<file path="config.mk">
export PLATFORM = sky130hd
export DESIGN_NAME = inv_mix_cols_sched
export DESIGN_NICKNAME = d
export VERILOG_FILES = /design/src/rtl/aes_pkg.sv /design/src/rtl/gf_mul_lut.sv /design/src/rtl/inv_mix_col.sv /design/src/rtl/inv_mix_cols_sched.sv
export SDC_FILE = /design/constraint.sdc
export NUM_CORES = 1
export LEC_CHECK = 0
export ABC_AREA = 1
export CORE_UTILIZATION = 30
export DETAILED_ROUTE_END_ITERATION = 6
export MAX_ROUTING_LAYER = met4
export PLACE_DENSITY = 0.57
export SETUP_SLACK_MARGIN = 0.02
export SKIP_LAST_GASP = 1
export SYNTH_ARGS = -nofsm -noshare
export SYNTH_HDL_FRONTEND = slang
export SYNTH_SLANG_ARGS = --single-unit
</file>
<file path="constraint.sdc">
create_clock -name clk -period 3.2 [get_ports clk]
set_clock_uncertainty 0.2 [all_clocks]
set_input_delay 0.96 -clock clk [delete_from_list [all_inputs] [get_ports clk]]
set_output_delay 0.96 -clock clk [all_outputs]
set_load 0.01 [all_outputs]
</file>
<file path="src/rtl/aes_pkg.sv">
// Shared AES widths, scheduler state encoding and GF(2^8) helper.
package aes_pkg;

  localparam int unsigned AES_STATE_W = 128;
  localparam int unsigned AES_COL_W   = 32;
  localparam int unsigned AES_NCOLS   = 4;
  localparam int unsigned AES_BYTE_W  = 8;

  typedef enum logic [1:0] {
    IDLE = 2'd0,
    BUSY = 2'd1,
    DONE = 2'd2
  } state_e;

  typedef logic [1:0] col_idx_t;

  // Multiply by x in GF(2^8) modulo 0x11B.
  function automatic logic [AES_BYTE_W-1:0] gf_xtime(input logic [AES_BYTE_W-1:0] b);
    return {b[6:0], 1'b0} ^ (b[7] ? 8'h1b : 8'h00);
  endfunction

endpackage

</file>
<file path="src/rtl/gf_mul_lut.sv">
// Constant GF(2^8) multiplier (x9/x11/x13/x14), folds to a 256-entry table.
module gf_mul_lut
  import aes_pkg::*;
#(
  parameter logic [3:0] MULT = 4'd9
) (
  input  logic [AES_BYTE_W-1:0] a_i,
  output logic [AES_BYTE_W-1:0] p_o
);

  logic [AES_BYTE_W-1:0] x2, x4, x8;

  // Sum of the powers-of-x terms selected by the constant's bits.
  always_comb begin
    x2  = gf_xtime(a_i);
    x4  = gf_xtime(x2);
    x8  = gf_xtime(x4);
    p_o = (MULT[0] ? a_i : 8'h00) ^
          (MULT[1] ? x2  : 8'h00) ^
          (MULT[2] ? x4  : 8'h00) ^
          (MULT[3] ? x8  : 8'h00);
  end

endmodule

</file>
<file path="src/rtl/inv_mix_col.sv">
// Combinational single-column InvMixColumns engine; byte a0 is col_i[31:24].
module inv_mix_col
  import aes_pkg::*;
(
  input  logic [AES_COL_W-1:0] col_i,
  output logic [AES_COL_W-1:0] col_o
);

  logic [AES_BYTE_W-1:0] a   [4];
  logic [AES_BYTE_W-1:0] m9  [4];
  logic [AES_BYTE_W-1:0] m11 [4];
  logic [AES_BYTE_W-1:0] m13 [4];
  logic [AES_BYTE_W-1:0] m14 [4];

  for (genvar i = 0; i < 4; i++) begin : g_byte
    assign a[i] = col_i[AES_COL_W-1-AES_BYTE_W*i -: AES_BYTE_W];
    gf_mul_lut #(.MULT(4'd9))  u_m9  (.a_i(a[i]), .p_o(m9[i]));
    gf_mul_lut #(.MULT(4'd11)) u_m11 (.a_i(a[i]), .p_o(m11[i]));
    gf_mul_lut #(.MULT(4'd13)) u_m13 (.a_i(a[i]), .p_o(m13[i]));
    gf_mul_lut #(.MULT(4'd14)) u_m14 (.a_i(a[i]), .p_o(m14[i]));
  end

  // Circulant matrix {14,11,13,9}.
  always_comb begin
    col_o[31:24] = m14[0] ^ m11[1] ^ m13[2] ^ m9[3];
    col_o[23:16] = m9[0]  ^ m14[1] ^ m11[2] ^ m13[3];
    col_o[15:8]  = m13[0] ^ m9[1]  ^ m14[2] ^ m11[3];
    col_o[7:0]   = m11[0] ^ m13[1] ^ m9[2]  ^ m14[3];
  end

endmodule

</file>
<file path="src/rtl/inv_mix_cols_sched.sv">
// InvMixColumns sequencer: one shared column engine, one column per cycle.
// Optional final-round pass-through enabled by macro INV_MIX_SCHED_BYPASS_EN.
module inv_mix_cols_sched
  import aes_pkg::*;
#(
  parameter bit COL_MSB_FIRST = 1'b1,
  parameter bit LUT_REG       = 1'b0
) (
  input  logic                   clk,
  input  logic                   rst,
  input  logic                   in_valid,
  output logic                   in_ready,
  input  logic [AES_STATE_W-1:0] in_state,
`ifdef INV_MIX_SCHED_BYPASS_EN
  input  logic                   in_bypass,
`endif
  output logic                   out_valid,
  input  logic                   out_ready,
  output logic [AES_STATE_W-1:0] out_state,
  output logic                   busy
);

  state_e                 state_q, state_d;
  col_idx_t               col_cnt_q, col_cnt_d;
  logic [AES_STATE_W-1:0] in_q, in_d;
  logic [AES_STATE_W-1:0] res_q, res_d;
  logic [AES_STATE_W-1:0] out_state_q, out_state_d;
  logic                   out_valid_q, out_valid_d;
  logic [AES_COL_W-1:0]   lut_q;
  col_idx_t               lut_idx_q;
  logic                   lut_vld_q, lut_vld_d;
`ifdef INV_MIX_SCHED_BYPASS_EN
  logic                   bypass_q, bypass_d;
`endif

  logic [AES_COL_W-1:0]   col_in, eng_out, col_res, wr_data;
  logic                   wr_vld, wr_last, accept;
  col_idx_t               wr_idx;

  // Bit offset of a column within the 128-bit state (32 bits per column).
  function automatic logic [6:0] col_lsb(input col_idx_t idx);
    col_idx_t pos;
    pos = COL_MSB_FIRST ? ~idx : idx;
    return {pos, 5'd0};
  endfunction

  inv_mix_col u_col (.col_i(col_in), .col_o(eng_out));

  // Column mux, optional bypass and the write port (direct or via LUT stage).
  always_comb begin
    col_in  = in_q[col_lsb(col_cnt_q) +: AES_COL_W];
`ifdef INV_MIX_SCHED_BYPASS_EN
    col_res = bypass_q ? col_in : eng_out;
`else
    col_res = eng_out;
`endif
    wr_vld    = LUT_REG ? lut_vld_q : (state_q == BUSY);
    wr_idx    = LUT_REG ? lut_idx_q : col_cnt_q;
    wr_data   = LUT_REG ? lut_q     : col_res;
    wr_last   = wr_vld && (wr_idx == 2'd3);
    lut_vld_d = (state_q == BUSY) && !wr_last;
    in_ready  = (state_q == IDLE) || ((state_q == DONE) && out_ready);
    accept    = in_valid && in_ready;
  end

  // Next-state and datapath update.
  always_comb begin
    state_d     = state_q;
    col_cnt_d   = col_cnt_q;
    in_d        = in_q;
    res_d       = res_q;
    out_state_d = out_state_q;
    out_valid_d = out_valid_q;
`ifdef INV_MIX_SCHED_BYPASS_EN
    bypass_d    = bypass_q;
`endif

    if (wr_vld) begin
      res_d[col_lsb(wr_idx) +: AES_COL_W] = wr_data;
    end

    case (state_q)
      IDLE: begin
        if (accept) begin
          in_d      = in_state;
          col_cnt_d = 2'd0;
          state_d   = BUSY;
`ifdef INV_MIX_SCHED_BYPASS_EN
          bypass_d  = in_bypass;
`endif
        end
      end
      BUSY: begin
        col_cnt_d = col_cnt_q + 2'd1;
        if (wr_last) begin
          state_d     = DONE;
          out_valid_d = 1'b1;
          out_state_d = res_d;
        end
      end
      DONE: begin
        if (out_ready) begin
          out_valid_d = 1'b0;
          state_d     = IDLE;
          if (accept) begin
            in_d      = in_state;
            col_cnt_d = 2'd0;
            state_d   = BUSY;
`ifdef INV_MIX_SCHED_BYPASS_EN
            bypass_d  = in_bypass;
`endif
          end
        end
      end
      default: state_d = IDLE;
    endcase
  end

  // State registers with synchronous reset.
  always_ff @(posedge clk) begin
    if (rst) begin
      state_q     <= IDLE;
      col_cnt_q   <= 2'd0;
      in_q        <= '0;
      res_q       <= '0;
      out_state_q <= '0;
      out_valid_q <= 1'b0;
      lut_q       <= '0;
      lut_idx_q   <= 2'd0;
      lut_vld_q   <= 1'b0;
`ifdef INV_MIX_SCHED_BYPASS_EN
      bypass_q    <= 1'b0;
`endif
    end else begin
      state_q     <= state_d;
      col_cnt_q   <= col_cnt_d;
      in_q        <= in_d;
      res_q       <= res_d;
      out_state_q <= out_state_d;
      out_valid_q <= out_valid_d;
      lut_q       <= col_res;
      lut_idx_q   <= col_cnt_q;
      lut_vld_q   <= lut_vld_d;
`ifdef INV_MIX_SCHED_BYPASS_EN
      bypass_q    <= bypass_d;
`endif
    end
  end

  assign out_valid = out_valid_q;
  assign out_state = out_state_q;
  assign busy      = (state_q == BUSY);

endmodule

</file>
# After elaboration in Yosys (flattened, before gate mapping)
# Cells that the tools add are included.
[op_classes]
n_bitwise = 53
muxes = 28
shift = 3
n_eq_ne = 6
n_reduce_logical = 13
add_sub_neg = 2
[op_table]
columns = ["operator", "count"]
rows = [
  ["$mux 128", 3],
  ["$xor 8x8->8", 47],
  ["$pmux 128 s2", 1],
  ["$bwmux 128", 1],
  ["$shift 32x9->128 const A", 1],
  ["$shiftx 128x8->32", 1],
  ["$shiftx 32x9->128", 1],
  ["$mux 5", 12],
  ["$xor 8x5->8", 5],
  ["$pmux 2 s3", 2],
  ["$mux 2", 5],
  ["$neg 7->9", 1],
  ["$reduce_and 2->1", 3],
  ["$reduce_and 3->1", 2],
  ["$eq 2x2->1 const B", 2],
  ["$ne 2x2->1 const B", 2],
  ["$reduce_bool 2->1", 2],
  ["$logic_and 1x1->1", 3],
  ["$mux 1", 3],
  ["$reduce_bool 3->1", 1],
  ["$add 2x1->2 const B", 1],
  ["$eq 2x1->1 const B", 1],
  ["$logic_not 2->1", 1],
  ["$ne 2x1->1 const B", 1],
  ["3 further kinds", 3],
]
[word_totals]
regBits = 389
wordCells = 111
output_inout_bits = 131
inputBits = 132

# Logic depth before layout (Yosys ltp)
[logic_depth]
word_depth = 15
mapped_depth = 24

# Hierarchy
# From an unflattened synthesis, not the netlist that was laid out.
[hier_totals]
hier_cells = 3503
area_unflattened_um2 = 22081.2
[by_module_without_submodules]
columns = ["mod", "cells_per_inst", "instances", "area_per_inst_um2"]
rows = [
  ["inv_mix_cols_sched", 2043, 1, 15079.5],
  ["inv_mix_col", 480, 1, 2042.0],
  ["gf_mul_lut at u_col.g_byte[0].u_m14 ...", 70, 4, 369.1],
  ["gf_mul_lut at u_col.g_byte[0].u_m13 ...", 68, 4, 367.9],
  ["gf_mul_lut at u_col.g_byte[0].u_m11 ...", 65, 4, 307.8],
  ["gf_mul_lut at u_col.g_byte[0].u_m9 ...", 42, 4, 195.2],
]

# Worst setup path after synthesis
# No wires, ideal clock.
[synth_path]
kind = "flip-flop to flip-flop"
startpoint = "register col_cnt_q[0]"
endpoint = "register out_state_q[5], in the netlist out_state[5]"
path_buffers = 6
t_arrival_ns = 2.397
stages_incl_launch_ff = 14
setup_slack_ns = 0.545
setup_time_ns = 0.058
period_less_slack_ns = 2.655
t_required_ns = 2.942
cell_sequence = "dfxtp_1 -> buf_6 -> inv_6 -> buf_6 -> buf_4 -> clkbuf_1 -> ha_1 -> nor4_2 -> buf_2 -> buf_4 -> nand2_1 -> nand3_1 -> o211ai_1 -> inv_1"
[synth_between]
elab_chain_len = 13
elab_cells_between_ends = 74
cone_classes = "add/sub: 1; eq/ne: 1; shift: 3; mux: 14; bitwise: 53; reduce/logical: 2"
[synth_rtl]
columns = ["element", "line_no", "text"]
rows = [
  ["start, declared", "inv_mix_cols_sched.sv:24", "col_idx_t col_cnt_q, col_cnt_d;"],
  ["start signal, assigned", "inv_mix_cols_sched.sv:136", "col_cnt_q <= col_cnt_d;"],
  ["$not 2->2", "inv_mix_cols_sched.sv:43", "pos = COL_MSB_FIRST ? ~idx : idx;"],
  ["$shiftx 128x8->32", "inv_mix_cols_sched.sv:51", "col_in = in_q[col_lsb(col_cnt_q) +: AES_COL_W];"],
  ["$xor 8x8->8 / $mux 5 (equally long branches)", "aes_pkg.sv:19", "return {b[6:0], 1'b0} ^ (b[7] ? 8'h1b : 8'h00);"],
  ["$xor 8x5->8, or another cell as far along", "aes_pkg.sv:19", ""],
  ["$mux 5, or another cell as far along", "aes_pkg.sv:19", ""],
  ["$xor 8x5->8, or another cell as far along", "aes_pkg.sv:19", ""],
  ["$xor 8x8->8", "gf_mul_lut.sv:20", "(MULT[2] ? x4 : 8'h00) ^"],
  ["$xor 8x8->8, on equally long branches (3 in series)", "--", ""],
  ["$shiftx 32x9->128", "inv_mix_cols_sched.sv:79", "res_d[col_lsb(wr_idx) +: AES_COL_W] = wr_data;"],
  ["$bwmux 128", "inv_mix_cols_sched.sv:79", ""],
  ["$mux 128", "inv_mix_cols_sched.sv:78", "if (wr_vld) begin"],
  ["end signal, assigned", "inv_mix_cols_sched.sv:139", "out_state_q <= out_state_d;"],
  ["end, declared", "inv_mix_cols_sched.sv:27", "logic [AES_STATE_W-1:0] out_state_q, out_state_d;"],
]
# Parallel ways exist; a longest one is shown, timed or not.
# A chain may end at the register's enable or synchronous reset.

# Final worst setup path
[layout_path]
startpoint = "input port out_ready"
endpoint = "output port in_ready"
[layout_between]
elab_chain_len = 2
[layout_rtl]
columns = ["element", "line_no", "text"]
rows = [
  ["start, declared", "inv_mix_cols_sched.sv:18", "input logic out_ready,"],
  ["$logic_and 1x1->1", "inv_mix_cols_sched.sv:62", "in_ready = (state_q == IDLE) || ((state_q == DONE) && out_ready);"],
  ["$logic_or 1x1->1", "inv_mix_cols_sched.sv:62", ""],
  ["end, declared", "inv_mix_cols_sched.sv:12", "output logic in_ready,"],
]
# No other way between the ends.

==> run metrics <==
fillcell total a little under 7k; Final GP Congestion 0.941; diodes inserted 0; initial antenna violation count 0; top cells by area, synth dfxtp_1 (39%), nand2_1 (18%), nand3_1 (7.1%); TNS Setup 0 ns; core area approximately 66000 um^2; Max VDD drop 387 uV; Mapped Nets between 3k and 4k; worst-path maximum fanout 2; Synthesis Warnings 0; DRT Pass-1 Iters 5; Max Cap Viol 0; via count between 20k and 25k; share of power burned in registers 0.272; post-DP HPWL roughly 53 mm; CTS max path bufs 3; share of post-route cells with drive strength above 1 0.149; Post-Syn Area per Cell around 6.7 um^2; Layout area overhead 37.9%; Vias per Instance around 4.7; chip height 260 um; crit path launch type input port; Comb pwr share 0.455; cell area power density 692 nW/um^2; first-pass GRT wire length 107 mm; H-tree Lvls 2; NetSw 7.25 mW; Arrival @ worst endpoint 2.00 ns; Synth cell types 39; minimum clock period 3.16 ns; Die X ~260 um; status finished, final reports clean; max-slew violations 0; Setup-failing EPs final 0; die area 67400 um^2; Total Routing Usage GR 0.211; register area share after synthesis 0.391; #FFs+latches synth just under 400; Critical Path RT 2.04 ns; CTS sink count 389; Ports 263; P_int 11.7 mW; RSZ-0062 raised after global routing yes; DRC marker count from the first detailed-route iteration 1198; crit share post-route 0.989; net switching fraction of the power 0.382; final hold vios 0; Antenna Nets Post-Route 0; Clock transition at path regs 0.06 ns; CP Capture Type output port; DRC 0; Mapped Cells 2974; leak pwr 12.5 nW; Clk pwr share 0.273; initial core utilization 0.303; WL final 70.3 mm; GRT overflow 0; Hold Crit Class reg2reg; Yosys top cell by area dfxtp_1; Site Rows 94; max frequency 316 MHz; CTS tree built; PortBufs 262; post-synth top area share 0.391; CTS Hold Bufs 0; cell area after synthesis 19900 um^2; CTS Buf Count 43; number of global-route vias before repair 18.4k; largest net degree at the start of global routing roughly 130; WL/cell around 16 um; NumNets Final 3544; pre-CTS WS -0.180 ns; worst-margin pin slew 0.829 ns; Clock Root Buffer clkbuf_16; Worst-Skew Late Latency 0.58 ns; kind of critical path in2out; Final WS setup 0.0355 ns; slew margin rel. 0.447
[cell usage after synthesis (all sizes together)]
library cell / number
nand2: 988
dfxtp: 389
nor2: 289
nand3: 282
inv: 246
o21ai: 163
a21oi: 122
clkbuf: 114
o21a: 92
xor2: 76
nand4: 51
buf: 48
xnor2: 48
o211ai: 19
o21bai: 18
nand3b: 8
or2: 6
ha: 5
a21boi: 2
clkinv: 2
a211oi: 1
a21o: 1
a22oi: 1
nor3: 1
nor4: 1
o22ai: 1
[cells by family after synthesis]
logic type	synth area share
simple gates	0.340
xor+xnor	0.0592
buf+inv	0.0835
fa+ha+maj	0.00314
flops	0.391
compound gates	0.123
[routing by layer]
metal  up-vias  track usage  share of wire
li1      10352            -              -
met1      9179        0.283           0.47
met2       514        0.334           0.45
met3        85       0.0290          0.054
met4         0       0.0541          0.025
met5         -            -              0
[placed cells by master, fill, tap and decap left out, types with 5 or more instances in the layout]
| cell type | Yosys | routed |
|---|---|---|
| nand3_2 | 0 | 10 |
| xor2_2 | 4 | 5 |
| o211ai_1 | 19 | 19 |
| o21ai_0 | 158 | 157 |
| nand2_4 | 3 | 17 |
| clkbuf_16 | 0 | 43 |
| nand4_1 | 51 | 51 |
| buf_12 | 0 | 42 |
| nand2_2 | 43 | 75 |
| xnor2_2 | 6 | 13 |
| or2_1 | 6 | 6 |
| nand3_1 | 282 | 272 |
| nand2_1 | 942 | 896 |
| o21a_1 | 92 | 92 |
| clkbuf_8 | 0 | 10 |
| buf_4 | 11 | 245 |
| clkbuf_1 | 114 | 11 |
| o21bai_1 | 18 | 18 |
| xor2_1 | 72 | 71 |
| ha_1 | 5 | 5 |
| nand3b_1 | 8 | 8 |
| inv_1 | 236 | 233 |
| clkdlybuf4s50_1 | 0 | 260 |
| nor2_1 | 286 | 278 |
| nor2_2 | 3 | 8 |
| xnor2_1 | 41 | 33 |
| a21oi_1 | 122 | 121 |
| dfxtp_1 | 389 | 387 |
| inv_2 | 9 | 11 |
[path summary, 6_finish.rpt]
| check | cells past startpoint | from | to | slack (ns) |
|---|---|---|---|---|
| hold reg to reg | 2 | out_valid$_SDFFE_PP0P_ | out_valid$_SDFFE_PP0P_ | 0.27 |
| hold / removal | 2 | out_valid$_SDFFE_PP0P_ | out_valid$_SDFFE_PP0P_ | 0.27 |
| setup reg to reg | 20 | col_cnt_q[0]$_SDFFE_PP0P_ | out_state[64]$_SDFFE_PP0P_ | 0.16 |
| setup / recovery | 5 | out_ready | in_ready | 0.04 |
[state kept, by name (all words and copies together) (netlist names)]
| register | count |
|---|---|
| in_q | 128 |
| out_state | 128 |
| res_q | 128 |
| col_cnt_q | 2 |
| state_q | 2 |
| out_valid | 1 |
[repair_timing]
| action | CTS | global route |
|---|---|---|
| gates resized for setup | 7 | 88 |
| pin swaps | 0 | 15 |
| endpoints found under the setup margin | 10 | 191 |
| setup buffers | 0 | 7 |
[area by class of cell]
type	instances	area (um^2)	share of cell area
repair buffers	550	5310	0.194
clock buffers	64	1250	0.0457
well taps	864	1080	0.0394
flip-flops and latches	389	7790	0.284
clock inverters	15	235	0.00857
inverters	248	942	0.0343
multi-input cells	2175	10800	0.395
[critical path, cell delays in order]
cell	delay (ns)
clkdlybuf4s50_1	0.44
nor2_2	0.14
nor2_1	0.05
buf_4	0.14
dlygate4sd2_1	0.27
[stage by stage]
| step | hold slack [ns] | utilization | cells | power [mW] | cell area, um^2 |
|---|---|---|---|---|---|
| after floorplan | 0.244 | - | 2974 | 8.81 | 19900 |
| after global placement | 0.256 | 0.389 | 4219 | 13.6 | 25600 |
| after detailed placement | 0.260 | 0.389 | 4219 | 13.6 | 25600 |
| final | 0.267 | 0.418 | 4305 | 19.0 | 27500 |
| after CTS | 0.268 | 0.412 | 4298 | 18.9 | 27100 |
| after global routing | 0.285 | 0.418 | 4305 | 19.9 | 27500 |
[power groups by stage]
| stage | Sequential [mW] | Clock (mW) | Combinational [mW] |
|---|---|---|---|
| floorplan | 5.24 | 0 | 3.57 |
| global placement | 5.27 | 0 | 8.36 |
| detailed placement | 5.28 | 0 | 8.37 |
| CTS | 5.17 | 5.28 | 8.42 |
| global route | 5.19 | 5.47 | 9.24 |
| finish | 5.17 | 5.18 | 8.65 |
No activity file was read; power rests on OpenSTA's default activity.
